$ cat src/rtl/vga_pkg.sv
// Shared 640x480@60 raster constants and FSM state type, used by the timing
// generator and by the pixel fetcher so screen geometry has a single source.
package vga_pkg;

  localparam int CNT_W  = 10;
  localparam int FCNT_W = 16;

  localparam int VGA_H_ACTIVE = 640;
  localparam int VGA_H_FRONT  = 16;
  localparam int VGA_H_SYNC   = 96;
  localparam int VGA_H_BACK   = 48;
  localparam int VGA_V_ACTIVE = 480;
  localparam int VGA_V_FRONT  = 10;
  localparam int VGA_V_SYNC   = 2;
  localparam int VGA_V_BACK   = 33;

  function automatic int seg_total(input int active, input int front,
                                   input int sync, input int back);
    return active + front + sync + back;
  endfunction

  localparam int VGA_H_TOTAL = seg_total(VGA_H_ACTIVE, VGA_H_FRONT, VGA_H_SYNC, VGA_H_BACK);
  localparam int VGA_V_TOTAL = seg_total(VGA_V_ACTIVE, VGA_V_FRONT, VGA_V_SYNC, VGA_V_BACK);

  typedef enum logic [1:0] {
    IDLE,
    RUN,
    DRAIN
  } vga_state_t;

endpackage

$ cat src/rtl/vga_timing_gen_if.sv
// Raster bundle between the timing generator (master), the pixel fetcher and
// the ADV7123 DAC pins; the consumer side owns the run request.
interface vga_timing_gen_if;
  import vga_pkg::*;

  logic              enable;
  logic [CNT_W-1:0]  h_counter;
  logic [CNT_W-1:0]  v_counter;
  logic              video_on;
  logic              line_start;
  logic              frame_start;
  logic [FCNT_W-1:0] frame_count;
  logic              VGA_HS;
  logic              VGA_VS;
  logic              VGA_BLANK_N;
  logic              VGA_SYNC_N;
  logic              VGA_CLK;

  modport master (
    input  enable,
    output h_counter, v_counter, video_on, line_start, frame_start, frame_count,
    output VGA_HS, VGA_VS, VGA_BLANK_N, VGA_SYNC_N, VGA_CLK
  );

  modport slave (
    output enable,
    input  h_counter, v_counter, video_on, line_start, frame_start, frame_count,
    input  VGA_HS, VGA_VS, VGA_BLANK_N, VGA_SYNC_N, VGA_CLK
  );

endinterface

$ cat src/rtl/sync_delay_line.sv
// N-stage clocked shift register with a per-bit reset value; DEPTH = 0 is a
// plain wire so the caller can dial the alignment down to nothing.
module sync_delay_line #(
  parameter int               WIDTH   = 1,
  parameter int               DEPTH   = 1,
  parameter logic [WIDTH-1:0] RST_VAL = '0
) (
  input  logic             clk,
  input  logic             rst_n,
  input  logic [WIDTH-1:0] i_d,
  output logic [WIDTH-1:0] o_q
);

  if (DEPTH == 0) begin : g_bypass
    assign o_q = i_d;
  end else begin : g_pipe
    logic [WIDTH-1:0] r_dly_p [DEPTH];

    // stage 0 takes the input, stage k takes stage k-1
    always_ff @(posedge clk or negedge rst_n) begin
      if (!rst_n) begin
        for (int i = 0; i < DEPTH; i++) begin
          r_dly_p[i] <= RST_VAL;
        end
      end else begin
        r_dly_p[0] <= i_d;
        for (int i = 1; i < DEPTH; i++) begin
          r_dly_p[i] <= r_dly_p[i-1];
        end
      end
    end

    assign o_q = r_dly_p[DEPTH-1];
  end

endmodule

$ cat src/rtl/vga_timing_gen.sv
// VGA raster timing generator: pixel-rate h/v counters for the fetcher, plus
// DAC sync/blank pins delayed to line up with the fetcher's registered RGB.
module vga_timing_gen
  import vga_pkg::*;
#(
  parameter int H_ACTIVE   = VGA_H_ACTIVE,
  parameter int H_FRONT    = VGA_H_FRONT,
  parameter int H_SYNC     = VGA_H_SYNC,
  parameter int H_BACK     = VGA_H_BACK,
  parameter int V_ACTIVE   = VGA_V_ACTIVE,
  parameter int V_FRONT    = VGA_V_FRONT,
  parameter int V_SYNC     = VGA_V_SYNC,
  parameter int V_BACK     = VGA_V_BACK,
  parameter int CLK_DIV    = 2,
  parameter int SYNC_DELAY = 1
) (
  input  logic             clk,
  input  logic             rst_n,
  vga_timing_gen_if.master bus
);

  localparam int H_TOTAL = seg_total(H_ACTIVE, H_FRONT, H_SYNC, H_BACK);
  localparam int V_TOTAL = seg_total(V_ACTIVE, V_FRONT, V_SYNC, V_BACK);
  localparam int DIV_W   = $clog2(CLK_DIV);

  localparam logic [DIV_W-1:0] DIV_LAST = DIV_W'(CLK_DIV - 1);
  localparam logic [DIV_W-1:0] DIV_HALF = DIV_W'(CLK_DIV / 2);

  localparam logic [CNT_W-1:0] H_LAST = CNT_W'(H_TOTAL - 1);
  localparam logic [CNT_W-1:0] V_LAST = CNT_W'(V_TOTAL - 1);
  localparam logic [CNT_W-1:0] H_VIS  = CNT_W'(H_ACTIVE);
  localparam logic [CNT_W-1:0] V_VIS  = CNT_W'(V_ACTIVE);
  localparam logic [CNT_W-1:0] HS_BEG = CNT_W'(H_ACTIVE + H_FRONT);
  localparam logic [CNT_W-1:0] HS_END = CNT_W'(H_ACTIVE + H_FRONT + H_SYNC);
  localparam logic [CNT_W-1:0] VS_BEG = CNT_W'(V_ACTIVE + V_FRONT);
  localparam logic [CNT_W-1:0] VS_END = CNT_W'(V_ACTIVE + V_FRONT + V_SYNC);

  if (CLK_DIV < 2) begin : g_bad_clk_div
    $error("vga_timing_gen: CLK_DIV must be at least 2");
  end
  if (SYNC_DELAY < 0 || SYNC_DELAY > 4) begin : g_bad_sync_delay
    $error("vga_timing_gen: SYNC_DELAY must be within 0..4");
  end
  if (H_TOTAL > (1 << CNT_W) || V_TOTAL > (1 << CNT_W)) begin : g_bad_totals
    $error("vga_timing_gen: raster totals exceed counter width");
  end

  logic [DIV_W-1:0]  r_div;
  logic [DIV_W-1:0]  w_div_nxt;
  logic              w_pix_en;
  logic              r_vga_clk;

  vga_state_t        r_state;
  vga_state_t        w_state_nxt;

  logic [CNT_W-1:0]  r_h;
  logic [CNT_W-1:0]  r_v;
  logic [CNT_W-1:0]  w_h_nxt;
  logic [CNT_W-1:0]  w_v_nxt;
  logic              w_h_wrap;
  logic              w_frame_wrap;

  logic              w_line_start_nxt;
  logic              w_frame_start_nxt;
  logic              w_frame_inc;
  logic              r_line_start;
  logic              r_frame_start;
  logic [FCNT_W-1:0] r_frame_count;

  logic              w_active_nxt;
  logic              w_video_on_nxt;
  logic              w_hsync_nxt;
  logic              w_vsync_nxt;
  logic              r_video_on_p0;
  logic              r_hsync_p0;
  logic              r_vsync_p0;
  logic [2:0]        w_dly_out;

  // Free-running divider; the DAC clock is high in the second half of each period.
  assign w_pix_en  = (r_div == DIV_LAST);
  assign w_div_nxt = w_pix_en ? '0 : r_div + DIV_W'(1);

  assign w_h_wrap     = (r_h == H_LAST);
  assign w_frame_wrap = w_h_wrap && (r_v == V_LAST);

  always_ff @(posedge clk or negedge rst_n) begin
    if (!rst_n) begin
      r_state <= IDLE;
    end else begin
      r_state <= w_state_nxt;
    end
  end

  always_comb begin
    w_state_nxt       = r_state;
    w_h_nxt           = r_h;
    w_v_nxt           = r_v;
    w_line_start_nxt  = 1'b0;
    w_frame_start_nxt = 1'b0;
    w_frame_inc       = 1'b0;

    case (r_state)
      IDLE: begin
        w_h_nxt = '0;
        w_v_nxt = '0;
        if (w_pix_en && bus.enable) begin
          w_state_nxt       = RUN;
          w_frame_start_nxt = 1'b1;
        end
      end

      // RUN and DRAIN only differ in whether the raster continues past the wrap
      RUN, DRAIN: begin
        w_state_nxt = bus.enable ? RUN : DRAIN;
        if (w_pix_en) begin
          if (w_h_wrap) begin
            w_h_nxt          = '0;
            w_v_nxt          = (r_v == V_LAST) ? '0 : r_v + CNT_W'(1);
            w_line_start_nxt = 1'b1;
          end else begin
            w_h_nxt = r_h + CNT_W'(1);
          end

          if (w_frame_wrap) begin
            w_frame_inc = 1'b1;
            if (bus.enable) begin
              w_frame_start_nxt = 1'b1;
            end else begin
              w_state_nxt      = IDLE;
              w_line_start_nxt = 1'b0;
            end
          end
        end
      end

      default: begin
        w_state_nxt = IDLE;
        w_h_nxt     = '0;
        w_v_nxt     = '0;
      end
    endcase
  end

  // Decode from the next counter values so the raw sync/blank bits line up with h/v.
  assign w_active_nxt   = (w_state_nxt != IDLE);
  assign w_video_on_nxt = w_active_nxt && (w_h_nxt < H_VIS) && (w_v_nxt < V_VIS);
  assign w_hsync_nxt    = !(w_active_nxt && (w_h_nxt >= HS_BEG) && (w_h_nxt < HS_END));
  assign w_vsync_nxt    = !(w_active_nxt && (w_v_nxt >= VS_BEG) && (w_v_nxt < VS_END));

  // stage p0: counters, pulses and raw decode, all aligned to each other
  always_ff @(posedge clk or negedge rst_n) begin
    if (!rst_n) begin
      r_div         <= '0;
      r_vga_clk     <= 1'b0;
      r_h           <= '0;
      r_v           <= '0;
      r_line_start  <= 1'b0;
      r_frame_start <= 1'b0;
      r_frame_count <= '0;
      r_video_on_p0 <= 1'b0;
      r_hsync_p0    <= 1'b1;
      r_vsync_p0    <= 1'b1;
    end else begin
      r_div         <= w_div_nxt;
      r_vga_clk     <= (w_div_nxt >= DIV_HALF);
      r_h           <= w_h_nxt;
      r_v           <= w_v_nxt;
      r_line_start  <= w_line_start_nxt;
      r_frame_start <= w_frame_start_nxt;
      if (w_frame_inc) begin
        r_frame_count <= r_frame_count + FCNT_W'(1);
      end
      r_video_on_p0 <= w_video_on_nxt;
      r_hsync_p0    <= w_hsync_nxt;
      r_vsync_p0    <= w_vsync_nxt;
    end
  end

  // stage p1..pN: DAC-side alignment with the fetcher's registered RGB
  sync_delay_line #(
    .WIDTH   (3),
    .DEPTH   (SYNC_DELAY),
    .RST_VAL (3'b110)
  ) u_sync_dly (
    .clk   (clk),
    .rst_n (rst_n),
    .i_d   ({r_hsync_p0, r_vsync_p0, r_video_on_p0}),
    .o_q   (w_dly_out)
  );

  assign bus.h_counter   = r_h;
  assign bus.v_counter   = r_v;
  assign bus.video_on    = r_video_on_p0;
  assign bus.line_start  = r_line_start;
  assign bus.frame_start = r_frame_start;
  assign bus.frame_count = r_frame_count;
  assign bus.VGA_HS      = w_dly_out[2];
  assign bus.VGA_VS      = w_dly_out[1];
  assign bus.VGA_BLANK_N = w_dly_out[0];
  assign bus.VGA_SYNC_N  = 1'b0;
  assign bus.VGA_CLK     = r_vga_clk;

endmodule

$ cat src/flat_wrapper.sv
// flat-port wrapper written by rule: the top's interface ports become plain ports
module vga_timing_gen_flat import vga_pkg::*;
#(
  parameter int H_ACTIVE   = VGA_H_ACTIVE,
  parameter int H_FRONT    = VGA_H_FRONT,
  parameter int H_SYNC     = VGA_H_SYNC,
  parameter int H_BACK     = VGA_H_BACK,
  parameter int V_ACTIVE   = VGA_V_ACTIVE,
  parameter int V_FRONT    = VGA_V_FRONT,
  parameter int V_SYNC     = VGA_V_SYNC,
  parameter int V_BACK     = VGA_V_BACK,
  parameter int CLK_DIV    = 2,
  parameter int SYNC_DELAY = 1
)
  (clk, rst_n, bus_enable, bus_h_counter, bus_v_counter, bus_video_on, bus_line_start, bus_frame_start, bus_frame_count, bus_VGA_HS, bus_VGA_VS, bus_VGA_BLANK_N, bus_VGA_SYNC_N, bus_VGA_CLK);
  vga_timing_gen_if bus_i ();
  input  logic clk;
  input  logic rst_n;
  input wire logic [$bits(bus_i.enable)-1:0] bus_enable;
  output wire logic [$bits(bus_i.h_counter)-1:0] bus_h_counter;
  output wire logic [$bits(bus_i.v_counter)-1:0] bus_v_counter;
  output wire logic [$bits(bus_i.video_on)-1:0] bus_video_on;
  output wire logic [$bits(bus_i.line_start)-1:0] bus_line_start;
  output wire logic [$bits(bus_i.frame_start)-1:0] bus_frame_start;
  output wire logic [$bits(bus_i.frame_count)-1:0] bus_frame_count;
  output wire logic [$bits(bus_i.VGA_HS)-1:0] bus_VGA_HS;
  output wire logic [$bits(bus_i.VGA_VS)-1:0] bus_VGA_VS;
  output wire logic [$bits(bus_i.VGA_BLANK_N)-1:0] bus_VGA_BLANK_N;
  output wire logic [$bits(bus_i.VGA_SYNC_N)-1:0] bus_VGA_SYNC_N;
  output wire logic [$bits(bus_i.VGA_CLK)-1:0] bus_VGA_CLK;
  assign bus_i.enable = bus_enable;
  assign bus_h_counter = bus_i.h_counter;
  assign bus_v_counter = bus_i.v_counter;
  assign bus_video_on = bus_i.video_on;
  assign bus_line_start = bus_i.line_start;
  assign bus_frame_start = bus_i.frame_start;
  assign bus_frame_count = bus_i.frame_count;
  assign bus_VGA_HS = bus_i.VGA_HS;
  assign bus_VGA_VS = bus_i.VGA_VS;
  assign bus_VGA_BLANK_N = bus_i.VGA_BLANK_N;
  assign bus_VGA_SYNC_N = bus_i.VGA_SYNC_N;
  assign bus_VGA_CLK = bus_i.VGA_CLK;
  vga_timing_gen #(.H_ACTIVE(H_ACTIVE), .H_FRONT(H_FRONT), .H_SYNC(H_SYNC), .H_BACK(H_BACK), .V_ACTIVE(V_ACTIVE), .V_FRONT(V_FRONT), .V_SYNC(V_SYNC), .V_BACK(V_BACK), .CLK_DIV(CLK_DIV), .SYNC_DELAY(SYNC_DELAY)) u_core (.clk(clk), .rst_n(rst_n), .bus(bus_i));
endmodule
$ cat config.mk
export PLATFORM = sky130hd
export DESIGN_NAME = vga_timing_gen_flat
export DESIGN_NICKNAME = d
export VERILOG_FILES = /design/src/rtl/vga_pkg.sv /design/src/rtl/vga_timing_gen_if.sv /design/src/rtl/sync_delay_line.sv /design/src/rtl/vga_timing_gen.sv /design/src/flat_wrapper.sv
export SDC_FILE = /design/constraint.sdc
export NUM_CORES = 1
export LEC_CHECK = 0
export BUFFER_PORTS_ARGS = -buffer_cell sky130_fd_sc_hd__buf_2
export CORE_MARGIN = 5
export CORE_UTILIZATION = 40
export DETAILED_ROUTE_END_ITERATION = 16
export SYNTH_ARGS = -nofsm -noshare
export SYNTH_HDL_FRONTEND = slang
export SYNTH_SLANG_ARGS = --single-unit
$ cat constraint.sdc
create_clock -name clk -period 2.39 [get_ports clk]
set_input_delay 0.1195 -clock clk [delete_from_list [all_inputs] [get_ports clk]]
set_output_delay 0.1195 -clock clk [all_outputs]
set_load 0.03 [all_outputs]
# Word level (Yosys, flattened, before mapping)
# Cells that the tools add are included.
# word_totals
latch_bits	0
n_memories	0
ff_bits	48
inputBits	3
elab_cells	67
rom_bits	0
ram_bits	0
out_inout_bits	44
# op_classes
n_shift	0
add_sub_neg	4
n_mux	27
n_bitwise	0
n_reduce_logical	13
n_div	0
magnitude_cmp	7
n_mul	0
eq_ne	4
# ops
operator	n
$mux 10	7
$add 10x1->10 const B	2
$eq 10x10->1 const B	2
$lt 10x10->1 const B	2
$lt 10x9->1 const B	2
$add 16x1->16 const B	1
$mux 1	13
$ge 10x10->1 const B	1
$ge 10x9->1 const B	1
$mux 2	5
$logic_and 1x1->1	8
$pmux 2 s2	1
$eq 2x1->1 const B	1
$eq 2x2->1 const B	1
$logic_not 1->1	2
$logic_not 2->1	1
$pmux 1 s2	1
$reduce_bool 2->1	1
$reduce_or 2->1	1
$add 1x1->1 const B	1
$ge 1x1->1 const B	1

# Logic depth before layout (Yosys ltp)
# logic_depth
word_depth	9
depth_mapped	9
depth_no_buf	8

# Cells and area by module
# A second synthesis with hierarchy kept.
# hier_totals
cells_unflattened	236
hier_area_um2	2454.9
# by_module_without_submodules
mod	seq_area_each_um2	area_per_inst_um2	cells_per_inst	instances
vga_timing_gen	1103.6	2377.3	233	1
sync_delay_line	77.6	77.6	3	1

# Worst setup path after synthesis
# OpenSTA, ideal clock, no wires.
# synth_timing
path_kind	reg2reg
from	reg u_core.r_h[4] (netlist: u_core.bus.h_counter[4])
to	reg u_core.r_frame_count[9] (netlist: u_core.bus.frame_count[9])
synth_period_minus_slack_ns	2.612
required_ns	2.256
t_arrival_ns	2.478
path_stages_with_launch	9
setup_time_ns	0.134
n_path_buf	2
slack_ns	-0.222
cell_sequence	dfrtp_1 > buf_4 > or4b_4 > or3_1 > buf_6 > nor4_4 > and2b_4 > nand3_2 > xnor2_1
# synth_between
elab_chain_len	5
# synth_rtl
element	line_no	source
start: declaration	vga_timing_gen.sv:56	logic [CNT_W-1:0] r_h;
start signal: assignment	vga_timing_gen.sv:166	r_h <= w_h_nxt;
$eq 10x10->1	vga_timing_gen.sv:83	assign w_h_wrap = (r_h == H_LAST);
$logic_and 1x1->1	vga_timing_gen.sv:84	assign w_frame_wrap = w_h_wrap && (r_v == V_LAST);
$mux 1	vga_timing_gen.sv:124	if (w_frame_wrap) begin
$mux 1	vga_timing_gen.sv:115	if (w_pix_en) begin
$mux 1	vga_timing_gen.sv:102	case (r_state)
end signal: assignment	vga_timing_gen.sv:171	r_frame_count <= r_frame_count + FCNT_W'(1);
end: declaration	vga_timing_gen.sv:68	logic [FCNT_W-1:0] r_frame_count;
# No other way between the ends.
# A chain may end at the register's enable or synchronous reset.

# Worst setup path in the final report
# layout_timing
from	reg u_core.r_h[5] (netlist: u_core.bus.h_counter[5])
to	reg u_core.r_vsync_p0
# layout_between
elab_chain_len	9
word_cells_on_any_way	14
classes_between	order compare: 2; eq/ne: 1; mux: 6; reduce/logical: 5
# layout_rtl
element	line_no	source
$eq 10x10->1 *	vga_timing_gen.sv:83	
parallel branches: the longest is 6 deep, another holds $ge 10x9->1	-	
$logic_and 1x1->1 *	vga_timing_gen.sv:148	assign w_vsync_nxt = !(w_active_nxt && (w_v_nxt >= VS_BEG) && (w_v_nxt < VS_END));
$logic_not 1->1 *	vga_timing_gen.sv:148	
net u_core.w_vsync_nxt	vga_timing_gen.sv:73	logic w_vsync_nxt;
end signal: assignment	vga_timing_gen.sv:175	r_vsync_p0 <= w_vsync_nxt;
end: declaration	vga_timing_gen.sv:76	logic r_vsync_p0;
# Mark *: on every way through the listed nets, which the timed path passes.

==> metrics.txt <==
# TYPE chip_impl_metric gauge
chip_impl_metric{name="start_util",unit="%"} 41.1
chip_impl_metric{name="die_area",unit="um2"} 7710
chip_impl_metric{name="num-fill-cells",unit=""} 561
chip_impl_metric{name="power.sequential.fraction",unit="%"} 40.6
chip_impl_metric{name="i_o_pin_total",unit=""} 47
chip_impl_metric{name="synth_cell_types",unit=""} 45
chip_impl_metric{name="ant_nets",unit=""} 0
chip_impl_info{name="path_cells",value="or4b_4, or3_4, buf_4, o221ai_1, o21ai_0, nor2_1, nand4_1"} 1
chip_impl_metric{name="post_synth_instance_area",unit="um2"} 2420
chip_impl_metric{name="detailedRoute.firstIterationViolations",unit=""} 55
chip_impl_metric{name="core",unit="um2"} 5890
chip_impl_metric{name="detail_route.vias_per_cell",unit=""} 5.04
chip_impl_info{name="status",value="completed"} 1
chip_impl_metric{name="finalSetupViolations",unit=""} 0
chip_impl_metric{name="h-tree-depth",unit=""} 2
chip_impl_metric{name="post_synth_edffs",unit=""} 0
chip_impl_metric{name="vdd_ir_drop_max",unit="mV"} 0.393
chip_impl_metric{name="first_global_vias",unit=""} 1932
chip_impl_metric{name="final.period_utilization",unit="%"} 96.8
chip_impl_metric{name="synthesized_instance_count",unit=""} 239
chip_impl_metric{name="power.net_switching",unit="W"} 0.000680
chip_impl_metric{name="grt_max_degree",unit=""} 27
chip_impl_info{name="timing.critical_path.to_type",value="flop"} 1
chip_impl_metric{name="die_width",unit="um"} 87.8
chip_impl_metric{name="area.growth.synth_to_final",unit="%"} 26.6
chip_impl_metric{name="worst-path-max-fanout",unit=""} 6
chip_impl_metric{name="p_leak",unit="nW"} 1.50
chip_impl_info{name="worst_min_delay_path_class",value="input port to flop"} 1
chip_impl_metric{name="max-cap-violations",unit=""} 0
chip_impl_metric{name="yosysSeqAreaShare",unit="%"} 48.8
chip_impl_metric{name="wirelength",unit="mm"} 5.54
chip_impl_metric{name="total_power",unit="W"} 0.00215
chip_impl_info{name="yosys.area.top_type",value="dfrtp_1"} 1
chip_impl_metric{name="vias",unit=""} 1947
chip_impl_metric{name="synth-seq-cells",unit=""} 47
chip_impl_metric{name="worstSkewPairLatency",unit="ps"} 300
chip_impl_metric{name="grt_first_pass_wirelength",unit="mm"} 9.23
chip_impl_info{name="clock_tree_from_tritoncts",value="done"} 1
chip_impl_info{name="cts_root_buffer",value="clkbuf_8"} 1
chip_impl_metric{name="synth_top_area_share",unit="%"} 44.5
chip_impl_info{name="post_synth_main_area_contributors",value="dfrtp_1 (44%), xnor2_1 (6.2%), xor2_1 (5.4%), dfstp_2 (4.3%), nor2_1 (4.2%)"} 1
chip_impl_metric{name="cts-root-to-sink-buffers",unit=""} 2
chip_impl_metric{name="grt_overflow",unit=""} 0
chip_impl_metric{name="slew_headroom",unit="%"} 65.1
chip_impl_metric{name="antenna-diode-count",unit=""} 0
chip_impl_metric{name="maxSlewViolCount",unit=""} 0
chip_impl_metric{name="firstDrtPassIters",unit=""} 4
chip_impl_metric{name="p_clk_share",unit="%"} 31.9
chip_impl_metric{name="final_nets",unit=""} 319
chip_impl_metric{name="post-route-min-period",unit="ps"} 2310
chip_impl_metric{name="chipHeight",unit="um"} 87.8
chip_impl_metric{name="syn_area_per_cell",unit="um2"} 10.1
chip_impl_metric{name="number_of_clock_buffers_inserted_by_tritoncts",unit=""} 5
chip_impl_metric{name="portBuffers",unit=""} 45
chip_impl_metric{name="finClkSkew",unit="ps"} 10.9
chip_impl_metric{name="drc",unit=""} 0
chip_impl_metric{name="post-dp-hpwl",unit="mm"} 4.09
chip_impl_metric{name="routabilityCongestion",unit=""} 0.867
chip_impl_info{name="crit_type",value="flop to flop"} 1
chip_impl_metric{name="cts.clk_slew.worst_paths",unit="ps"} 90
chip_impl_metric{name="timing.final.hold_violations",unit=""} 0
chip_impl_metric{name="cp.required",unit="ps"} 2610
chip_impl_metric{name="global_route.usage.total",unit="%"} 15.2
chip_impl_metric{name="post-route-cell-area",unit="um2"} 3060
chip_impl_metric{name="antenna_found_initial",unit=""} 0
chip_impl_metric{name="syn_warnings",unit=""} 0
chip_impl_info{name="crit_path_start_kind",value="flop"} 1
chip_impl_metric{name="cell_internal_pwr",unit="W"} 0.00147
chip_impl_metric{name="cp_slowest_stage_delay",unit="ps"} 580
chip_impl_metric{name="final_layout_size_suffix_gt1_share",unit="%"} 32.2
chip_impl_info{name="yosys-top-cells-count",value="dfrtp_1 (43), nor2_1 (27), nand2_1 (22), xnor2_1 (17), xor2_1 (15)"} 1
chip_impl_metric{name="worst_pin_slew",unit="ps"} 523
chip_impl_info{name="rsz0062_at_grt",value="true"} 1
chip_impl_metric{name="setup_total_negative_slack",unit="ps"} 0
chip_impl_metric{name="detail_route.wl_per_cell",unit="um"} 14.3
chip_impl_info{name="cpMaxStageDelayCell",value="or4b_4"} 1
chip_impl_metric{name="syn-num-nets",unit=""} 248
chip_impl_metric{name="post_place_cell_area",unit="um2"} 2890
chip_impl_metric{name="pwr-share-comb",unit="%"} 27.5
chip_impl_metric{name="asyncSetResetFlopFracSynth",unit="%"} 100
chip_impl_metric{name="power_per_cell_area",unit="nW/um2"} 703
chip_impl_metric{name="fmax",unit="MHz"} 432
chip_impl_info{name="dominantRegCellSynth",value="dfrtp_1"} 1
chip_impl_metric{name="worstPathArrival",unit="ps"} 2540
chip_impl_metric{name="clock-sinks",unit=""} 47
chip_impl_metric{name="switching_share",unit="%"} 31.6
chip_impl_info{name="synthMostInstantiatedCell",value="dfrtp_1"} 1
chip_impl_metric{name="r2r_slack",unit="ps"} 80
chip_impl_metric{name="number_of_placement_rows",unit=""} 28
==> power groups by stage <==
| stage | sequential [W] | clock (W) | combinational [W] |
|---|---|---|---|
| 6_report | 0.000874 | 0.000686 | 0.000592 |
| 5_1_grt | 0.000880 | 0.000738 | 0.000653 |
| 4_1_cts | 0.000876 | 0.000710 | 0.000584 |
| 3_5_place_dp | 0.000892 | 0 | 0.000577 |
| 3_3_place_gp | 0.000890 | 0 | 0.000581 |
| 2_1_floorplan | 0.000940 | 0 | 0.000294 |
==> cell families after synthesis <==
group / share of synthesized area [%]
muxes: 1.76
xor gates and xnor gates: 11.6
and+or+nand+nor: 24.4
other: 0.155
adders and majority gates: 3.10
buffers and inverters: 3.57
DFF: 48.8
AOI/OAI and AO/OA: 6.67
==> critical path, delay by kind of cell, from the launching register on <==
family          cells  cell delay, ps
compound gates      2             380
buf+inv             1             180
flops               1             410
simple gates        4            1270
==> sequential cells by signal (all words and copies together), names as in the netlist, 2 cells and up <==
name                    cells
u_core.bus.v_counter       10
u_core.r_state              2
u_core.bus.frame_count     16
u_core.bus.h_counter       10
u_core.u_sync_dly.o_q       3
==> final timing paths <==
kind	start	to	cells past startpoint
setup / recovery	u_core.bus.h_counter[5]	u_core.r_vsync_p0	7
hold / removal	bus_enable	u_core.bus.frame_start	3
setup reg to reg	u_core.bus.h_counter[5]	u_core.r_vsync_p0	7
hold reg to reg	u_core.r_hsync_p0	u_core.u_sync_dly.o_q[2]	0
max in group asynchronous	rst_n	u_core.u_sync_dly.o_q[1]	3
min in group asynchronous	rst_n	u_core.bus.v_counter[6]	2
==> per-stage QoR <==
stage	instances	worst slack, ps	hold slack, ps	utilization, %
final	386	77.2	101	52.0
after detailed placement	374	20.6	129	49.1
after global placement	374	57.6	130	49.1
after CTS	383	4.49	89.4	51.5
after floorplan	239	14.1	-176	-
after global routing	386	-62.9	106	52.0
==> layer usage <==
layer / up-vias / track usage, % / wire length [um]
met2: 46 / 24.8 / 2620
met3: 8 / 3.48 / 259
li1: 968 / - / -
met4: 0 / 5.86 / 83
met5: - / 0 / 0
met1: 925 / 19.7 / 2580
==> layout by cell type, fill, tap and decap left out, drive strengths merged, types with 2 or more instances in the layout <==
cell type | Yosys | final
buf | 3 | 71
a22oi | 2 | 2
nor3 | 9 | 9
ha | 6 | 6
clkbuf | 5 | 6
a211oi | 2 | 2
nand3b | 2 | 2
dfrtp | 43 | 43
mux2 | 2 | 2
xor2 | 15 | 15
nand4 | 8 | 8
nor4 | 4 | 4
nand3 | 15 | 15
nor2 | 28 | 28
a21oi | 5 | 5
and3 | 6 | 6
bufinv | 0 | 2
dfstp | 4 | 4
nand2b | 2 | 2
o21ai | 7 | 7
mux2i | 2 | 2
inv | 11 | 11
and2 | 3 | 3
and4 | 2 | 2
xnor2 | 17 | 17
nand2 | 22 | 22
==> layout make-up <==
type / count / area (um2) / share of cell area [%]
inverters: 11 / 41.3 / 1.35
clock inverters: 2 / 60.1 / 1.96
flip-flops and latches: 47 / 1190 / 38.7
clock buffers: 6 / 72.6 / 2.37
repair buffers: 72 / 430 / 14.1
well taps: 75 / 93.8 / 3.06
multi-input cells: 173 / 1180 / 38.5
==> repair_timing <==
action / in CTS / in global routing
resized for setup: 0 / 2
hold buffers: 1 / 0
hold endpoints to repair: 18 / 0
buffers inserted: 0 / 3
endpoints found under the setup margin: 0 / 9
(Power assumes the default switching activity.)
